**src/rtl/dmem_arbiter.sv**
```systemverilog
`default_nettype none
// ============================================================================
// Module      : dmem_arbiter
// Description : Owns the single data-memory port. Arbitrates between the
//               committed-store path (ROB head) and the speculative load
//               path (memory reservation station), keeps one request
//               outstanding, and routes the response back to its requester.
//               Load responses made stale by a pipeline flush are dropped.
// Revision    : 1.0 - initial release
// ============================================================================
module dmem_arbiter #(
    parameter int ROB_IDX_W    = 5,
    parameter int STARVE_LIMIT = 4
) (
    input  logic                 clk,
    input  logic                 rst,
    input  logic                 flush,

    input  logic                 ld_req_valid,
    input  logic [31:0]          ld_req_addr,
    input  logic [3:0]           ld_req_rmask,
    input  logic [ROB_IDX_W-1:0] ld_req_tag,
    output logic                 ld_req_ready,
    output logic                 ld_resp_valid,
    output logic [31:0]          ld_resp_rdata,
    output logic [ROB_IDX_W-1:0] ld_resp_tag,

    input  logic                 st_req_valid,
    input  logic [31:0]          st_req_addr,
    input  logic [3:0]           st_req_wmask,
    input  logic [31:0]          st_req_wdata,
    output logic                 st_req_ready,
    output logic                 st_done,

    output logic [31:0]          dmem_addr,
    output logic [3:0]           dmem_rmask,
    output logic [3:0]           dmem_wmask,
    output logic [31:0]          dmem_wdata,
    input  logic [31:0]          dmem_rdata,
    input  logic                 dmem_resp,

    output logic                 busy
);

    typedef enum logic [1:0] {
        IDLE         = 2'd0,
        LOAD_WAIT    = 2'd1,
        STORE_WAIT   = 2'd2,
        LOAD_DISCARD = 2'd3
    } state_e;

    localparam logic [3:0] c_STARVE_LIMIT = 4'(STARVE_LIMIT);

    state_e                 state_q, state_d;
    logic [31:0]            addr_q, addr_d;
    logic [3:0]             rmask_q, rmask_d;
    logic [3:0]             wmask_q, wmask_d;
    logic [31:0]            wdata_q, wdata_d;
    logic [ROB_IDX_W-1:0]   tag_q, tag_d;
    logic [3:0]             streak_q, streak_d;

    logic                   w_idle;
    logic                   w_ld_priority;
    logic                   w_ld_grant;
    logic                   w_st_grant;
    logic                   w_unused_addr_lsbs;

    // Loads address whole words; the byte offset is carried by the mask.
    assign w_unused_addr_lsbs = ^ld_req_addr[1:0];

    // Arbitration: stores win ties until the waiting load has been passed
    // over STARVE_LIMIT times in a row. A load never enters during a flush.
    assign w_idle        = (state_q == IDLE);
    assign w_ld_priority = (streak_q == c_STARVE_LIMIT);
    assign ld_req_ready  = w_idle && !flush && !(st_req_valid && !w_ld_priority);
    assign st_req_ready  = w_idle && !(ld_req_valid && !flush && w_ld_priority);
    assign w_ld_grant    = ld_req_valid && ld_req_ready;
    assign w_st_grant    = st_req_valid && st_req_ready;

    assign dmem_addr     = addr_q;
    assign dmem_rmask    = rmask_q;
    assign dmem_wmask    = wmask_q;
    assign dmem_wdata    = wdata_q;
    assign ld_resp_rdata = dmem_rdata;
    assign ld_resp_tag   = tag_q;
    assign busy          = !w_idle;

    // Next-state, request capture, response routing and starvation tracking.
    always_comb begin
        state_d       = state_q;
        addr_d        = addr_q;
        rmask_d       = rmask_q;
        wmask_d       = wmask_q;
        wdata_d       = wdata_q;
        tag_d         = tag_q;
        streak_d      = streak_q;
        ld_resp_valid = 1'b0;
        st_done       = 1'b0;

        case (state_q)
            IDLE: begin
                if (w_ld_grant) begin
                    addr_d   = {ld_req_addr[31:2], 2'b00};
                    rmask_d  = ld_req_rmask;
                    wmask_d  = 4'b0000;
                    tag_d    = ld_req_tag;
                    streak_d = 4'd0;
                    state_d  = LOAD_WAIT;
                end else if (w_st_grant) begin
                    addr_d  = st_req_addr;
                    rmask_d = 4'b0000;
                    wmask_d = st_req_wmask;
                    wdata_d = st_req_wdata;
                    state_d = STORE_WAIT;
                    if (ld_req_valid && !w_ld_priority) begin
                        streak_d = streak_q + 4'd1;
                    end
                end
            end
            LOAD_WAIT: begin
                if (dmem_resp) begin
                    // A flush in the response cycle kills the result too.
                    ld_resp_valid = !flush;
                    rmask_d       = 4'b0000;
                    wmask_d       = 4'b0000;
                    state_d       = IDLE;
                end else if (flush) begin
                    state_d = LOAD_DISCARD;
                end
            end
            LOAD_DISCARD: begin
                // Memory cannot abort; keep the request up and swallow the reply.
                if (dmem_resp) begin
                    rmask_d = 4'b0000;
                    wmask_d = 4'b0000;
                    state_d = IDLE;
                end
            end
            STORE_WAIT: begin
                // Committed stores are architectural, so flush has no effect here.
                if (dmem_resp) begin
                    st_done = 1'b1;
                    rmask_d = 4'b0000;
                    wmask_d = 4'b0000;
                    state_d = IDLE;
                end
            end
            default: begin
                state_d = IDLE;
            end
        endcase

        if (!ld_req_valid) begin
            streak_d = 4'd0;
        end
    end

    // State and request registers with synchronous reset.
    always_ff @(posedge clk) begin
        if (rst) begin
            state_q  <= IDLE;
            addr_q   <= 32'd0;
            rmask_q  <= 4'd0;
            wmask_q  <= 4'd0;
            wdata_q  <= 32'd0;
            tag_q    <= '0;
            streak_q <= 4'd0;
        end else begin
            state_q  <= state_d;
            addr_q   <= addr_d;
            rmask_q  <= rmask_d;
            wmask_q  <= wmask_d;
            wdata_q  <= wdata_d;
            tag_q    <= tag_d;
            streak_q <= streak_d;
        end
    end

endmodule
`default_nettype wire
```
**config.mk**
```make
export PLATFORM = sky130hd
export DESIGN_NAME = dmem_arbiter
export DESIGN_NICKNAME = d
export VERILOG_FILES = /design/src/rtl/dmem_arbiter.sv
export SDC_FILE = /design/constraint.sdc
export NUM_CORES = 1
export LEC_CHECK = 0
export CAP_MARGIN = 20
export CORE_ASPECT_RATIO = 0.7
export CORE_MARGIN = 10
export CORE_UTILIZATION = 37
export CTS_CLUSTER_SIZE = 28
export DETAILED_ROUTE_END_ITERATION = 10
export HOLD_SLACK_MARGIN = 0.08
export PLACE_DENSITY_LB_ADDON = 0.12
export SYNTH_ARGS = -nofsm -noshare
export SYNTH_HDL_FRONTEND = slang
export SYNTH_SLANG_ARGS = --single-unit
```
**constraint.sdc**
```tcl
create_clock -name clk -period 4 [get_ports clk]
set_input_delay 0.8 -clock clk [delete_from_list [all_inputs] [get_ports clk]]
set_output_delay 0.8 -clock clk [all_outputs]
set_load 0.03 [all_outputs]
```
After elaboration in Yosys (flattened, before gate mapping)
Index checks and enable logic that the tools add are counted.

Multiplexer cells: 22. Equality and inequality tests: 8. Reductions and logical operators: 26. $add $sub $neg: 1. Bitwise logic cells: 2.

Operators by type and width (number): 2-to-1 mux 32 bit (2); 2-to-1 mux 4 bit (8); one-hot mux 4 bit (2 select lines) (2); 2-to-1 mux 2 bit (5); logical AND 1 bit (9); AND reduction 3 bit (3); one-hot mux 2 bit (3 select lines) (1); AND reduction 2 bit (3); zero test 1 bit (5); adder 4 x 1 -> 4 bit (second input constant) (1); == test 2 bit (second input constant) (2); == test 4 x 3 -> 1 bit (second input constant) (1); 2-to-1 mux 1 bit (4); inequality test 2 x 1 -> 1 bit (second input constant) (2); nonzero test 2 bit (2); OR reduction 2 bit (2); inequality test 3 x 1 -> 1 bit (second input constant) (1); inequality test 3 bit (second input constant) (1); OR reduction 3 bit (1); == test 2 x 1 -> 1 bit (second input constant) (1); zero test 2 bit (1); NOT 1 bit (2).

Output and inout bits: 114. Input bits: 147. Flip-flop bits (word level): 83.

Logic depth before layout (Yosys ltp)
Depth in word-level cells: 9. Depth in mapped cells: 8. Mapped depth without buffers: 6.

Least setup slack after synthesis
No wires, ideal clock.

Kind: in2out. Start point: input port dmem_resp. End point: output port ld_resp_valid. Slack: 1.414 ns. Arrival time: 1.786 ns. Stages on the path: 1. Data required time: 3.200 ns. Path buffers: 0. Path through: nor4bb_1.

Longest elaborated chain between the ends: 2.

Ends and longest elaborated chain: start, declared (line 40) `input logic dmem_resp,`; 2-to-1 mux 1 bit (line 121) `if (dmem_resp) begin`; 2-to-1 mux 1 bit (line 100) `case (state_q)`; end, declared (line 24) `output logic ld_resp_valid,`.

Every way passes these cells.

Final worst setup path
Start point: input port flush. End point: output port st_req_ready.

Longest elaborated chain between the ends: 5.

Ends and longest elaborated chain: start, declared (line 17) `input logic flush,`; zero test 1 bit (line 76) `assign st_req_ready = w_idle && !(ld_req_valid && !flush && w_ld_priority);`; logical AND 1 bit (2 in a row) (line 76); zero test 1 bit (line 76); logical AND 1 bit (line 76); end, declared (line 32) `output logic st_req_ready,`.

Every way passes these cells.

==> results.ini <==
[timing]
setup-tns-final_ps=0
clock_skew_ps=4.12
timing.max_slew.rel_slack_pct=50.5
tightest_slew_ps=740
maxClockFrequency_mhz=302
fin_crit_ps=3310
finalCritPeriodShare_pct=82.7
setup_viol_count_final=0
report.final.hold_viol_count=0
report.final.slew_viol_count=0
grt_setup_unrepaired=no

[final_layout]
ff_latch_area_um2=1660
flow.area_growth_from_synthesis_pct=59.6
most_common_cell_after_layout_fill_and_taps_aside=clkdlybuf4s50_1
diodes=0
multi_input_comb_area_um2=1370
num-fill-cells=806
nNetsFinal=702
commonest_cells_after_routing_fill_and_taps_aside=clkdlybuf4s50_1, dfxtp_1, nand2_1, a21oi_1
drive_above_1_share_pct=6.64

[detailed_routing]
detailedRoute.firstPassIterationCount=5
detail_route.drc_violations=0
detail-route-antenna-nets=0
finalWirelength_mm=12.3
wl_met3_mm=1.17
vias=3323
met1Wirelength_mm=5.10
drt_iter0_drc=180
post_drt_wl_per_cell_um=18.1
post_drt_via_cell_ratio=4.88
top_layer=met4
wl_met2_mm=5.88

[worst_hold_path]
whs_path_depth=2
worst_hold_path_type=reg2reg
worst_hold_path.endpoint=dmem_wdata[10]
hold_start=dmem_wdata[10]

[global_route]
grt_pass1_vias=3360
globalRoute.totalOverflow=0
grt_start_max_net_pins=59
antenna_found_initial=0
grt_pass1_wl_mm=18.8
grt.total_usage_pct=17.1

[yosys]
synth-seq-cells=83
mappedNetlistArea_um2=3520
synth-seq-area-share_pct=47.2
syn-num-nets=550
syn_avg_cell_area_um2=8.77
count_of_mapped_cells_out_of_synthesis=401
yosysUniqueCellTypes=33
ys.warnings.count=0

[floorplanning]
effective_utilization_at_floorplan_pct=38.3
floorplan.die_area_um2=13900
floorplan.rows=29
die_width_um=137
die_height_um=102
placeableCoreArea_um2=9180
io_pins=261

[setup_path]
crit_chain=clkdlybuf4s50_1 > nand2b_1 > nor2_1 > nor2_1 > clkdlybuf4s50_1
timing.critical_path.from=flush
worstPathMaxFanout=7
setup.worst_path.class=in2out
r2r.worst_path.cells=7
critical_path.top_delay_family=buffers and inverters
critical_path.n_buffers_inverters=2
critical_path_required_ps=3200
cpPeakStageDelay_ps=680
critPathCaptureType=output port
cp-start-kind=primary input
critical-path-slowest-cell=clkdlybuf4s50_1
reg2reg_launch_point=streak_q[0]
r2r_end=dmem_wdata[19]
reg2reg_slack_ps=1900
critical_path_arrival_ps=2510

[clocking]
cts_inserted_buffers=9
clock_pin_slew_worst_setup_and_hold_paths_ps=60
cts-resized-gates=0
htree_levels=3
holdBufCountCts=0
numClockSinks=83
postCtsSetupRepairBufs=0
cts_buffer_depth=2
worst_skew_pair.late_latency_ps=330
cts_tree=built
clock-root-buffer=clkbuf_16

[job]
max-cap-violations=0

[pwr]
static-leakage-power_uw=0.00214
power.switching_fraction_pct=27.7
cellPowerDensity_nw_per_um2=428
pwr-share-comb_pct=24.5
power.net_switching_uw=665
ir_worst_vdd_mv=0.245
sequentialPowerShare_pct=38.8
cellInternalPower_uw=1740
power_frac_clock_pct=36.7
power.total_uw=2400

[status]
run_status=completed

[placement]
detailed_place_hpwl_mm=8.86
globalplace.congestion=0.759
place.port_buffers=194

through the flow:
| stage | util, % | std cells | setup slack, ps | instance area, µm² | hold slack, ps |
|---|---|---|---|---|---|
| after floorplan | - | 401 | 1410 | 3520 | 462 |
| after global placement | 57.7 | 666 | 692 | 5300 | 441 |
| after detailed placement | 57.7 | 666 | 703 | 5300 | 446 |
| after CTS | 61.1 | 681 | 684 | 5610 | 454 |
| after global routing | 61.1 | 681 | 583 | 5610 | 467 |
| final | 61.1 | 681 | 693 | 5610 | 451 |
worst reg2reg max path, cell delays in order (launching register included):
cell and delay [ps]:
dfxtp_1 330, inv_1 110, ha_1 250, nand3b_4 140
o21ai_4 630, buf_12 300, nand2_1 120, a21oi_1 140
how the worst max path moves through the flow:
stage / end / slack (ps) / cells after the start
6_report: st_req_ready / 690 / 5
5_1_grt: st_req_ready / 580 / 5
4_1_cts: st_req_ready / 680 / 5
3_5_place_dp: st_req_ready / 700 / 5
3_3_place_gp: st_req_ready / 690 / 5
2_1_floorplan: ld_resp_valid / 1410 / 1
state kept, by name (all words and copies together), names as in the netlist:
| signal | cells |
|---|---|
| dmem_wmask | 4 |
| streak_q | 4 |
| ld_resp_tag | 5 |
| dmem_wdata | 32 |
| dmem_addr | 32 |
| state_q | 2 |
| dmem_rmask | 4 |
synth_stat cells:
cell type  count  area share (%)
nor2b_1        1            0.18
buf_2         11             1.6
nand3b_4       1            0.57
buf_4         32             6.8
dfxtp_1       83              47
a22oi_1        2            0.43
nor2_2         1            0.18
a211oi_1       1            0.21
o21ai_2        1            0.25
nor4bb_1       1            0.28
clkbuf_1      12             1.3
nand3b_1       2            0.43
inv_2          1            0.11
nand2b_1       4            0.71
mux2i_1        6             1.7
a211o_1        1            0.25
nand3_1        2            0.28
nand2_1       69             7.4
buf_6          3            0.96
nor3b_2        1            0.36
a31oi_1        1            0.18
o221a_2       10             3.2
o21ai_0       33             4.7
ha_1           2            0.71
a21oi_1       37             5.3
inv_1         32             3.4
nor3_1         1            0.14
o221a_1       20             6.4
and2_1         3            0.53
nand4b_1       1            0.25
a22o_1         8             2.0
nor2_1        17             1.8
o21a_1         1            0.21
cell families (layout without fill, tap and decap cells):
group / count (synthesis) / count (layout) / synth area share [%]
AOI/OAI and AO/OA: 115 / 115 / 23.1
muxes: 6 / 6 / 1.71
adders and majority gates: 2 / 2 / 0.711
buffers and inverters: 91 / 247 / 14.2
and+or+nand+nor: 104 / 104 / 13.1
DFF: 83 / 83 / 47.2
per-layer routing:
| metal | track usage (%) | up-vias |
|---|---|---|
| li1 | - | 1632 |
| met3 | 7.27 | 15 |
| met2 | 27.8 | 135 |
| met5 | 0 | - |
| met1 | 20.1 | 1541 |
| met4 | 4.82 | 0 |
final cells by class:
type / count / area share (%)
Timing Repair Buffer: 199 / 35.4
Tap cell: 124 / 2.76
Clock buffer: 10 / 4.26
Sequential cell: 83 / 29.6
Clock inverter: 5 / 1.38
Multi-Input combinational cell: 227 / 24.4
Inverter: 33 / 2.21
power groups by stage:
stage               Clock, µW  Combinational [µW]  Sequential (µW)
global placement            0                 587              946
floorplan                   0                 223             1080
global route              944                 632              940
finish                    883                 590              932
detailed placement          0                 594              949
CTS                       903                 597              932
No activity file was read; power rests on OpenSTA's default activity.
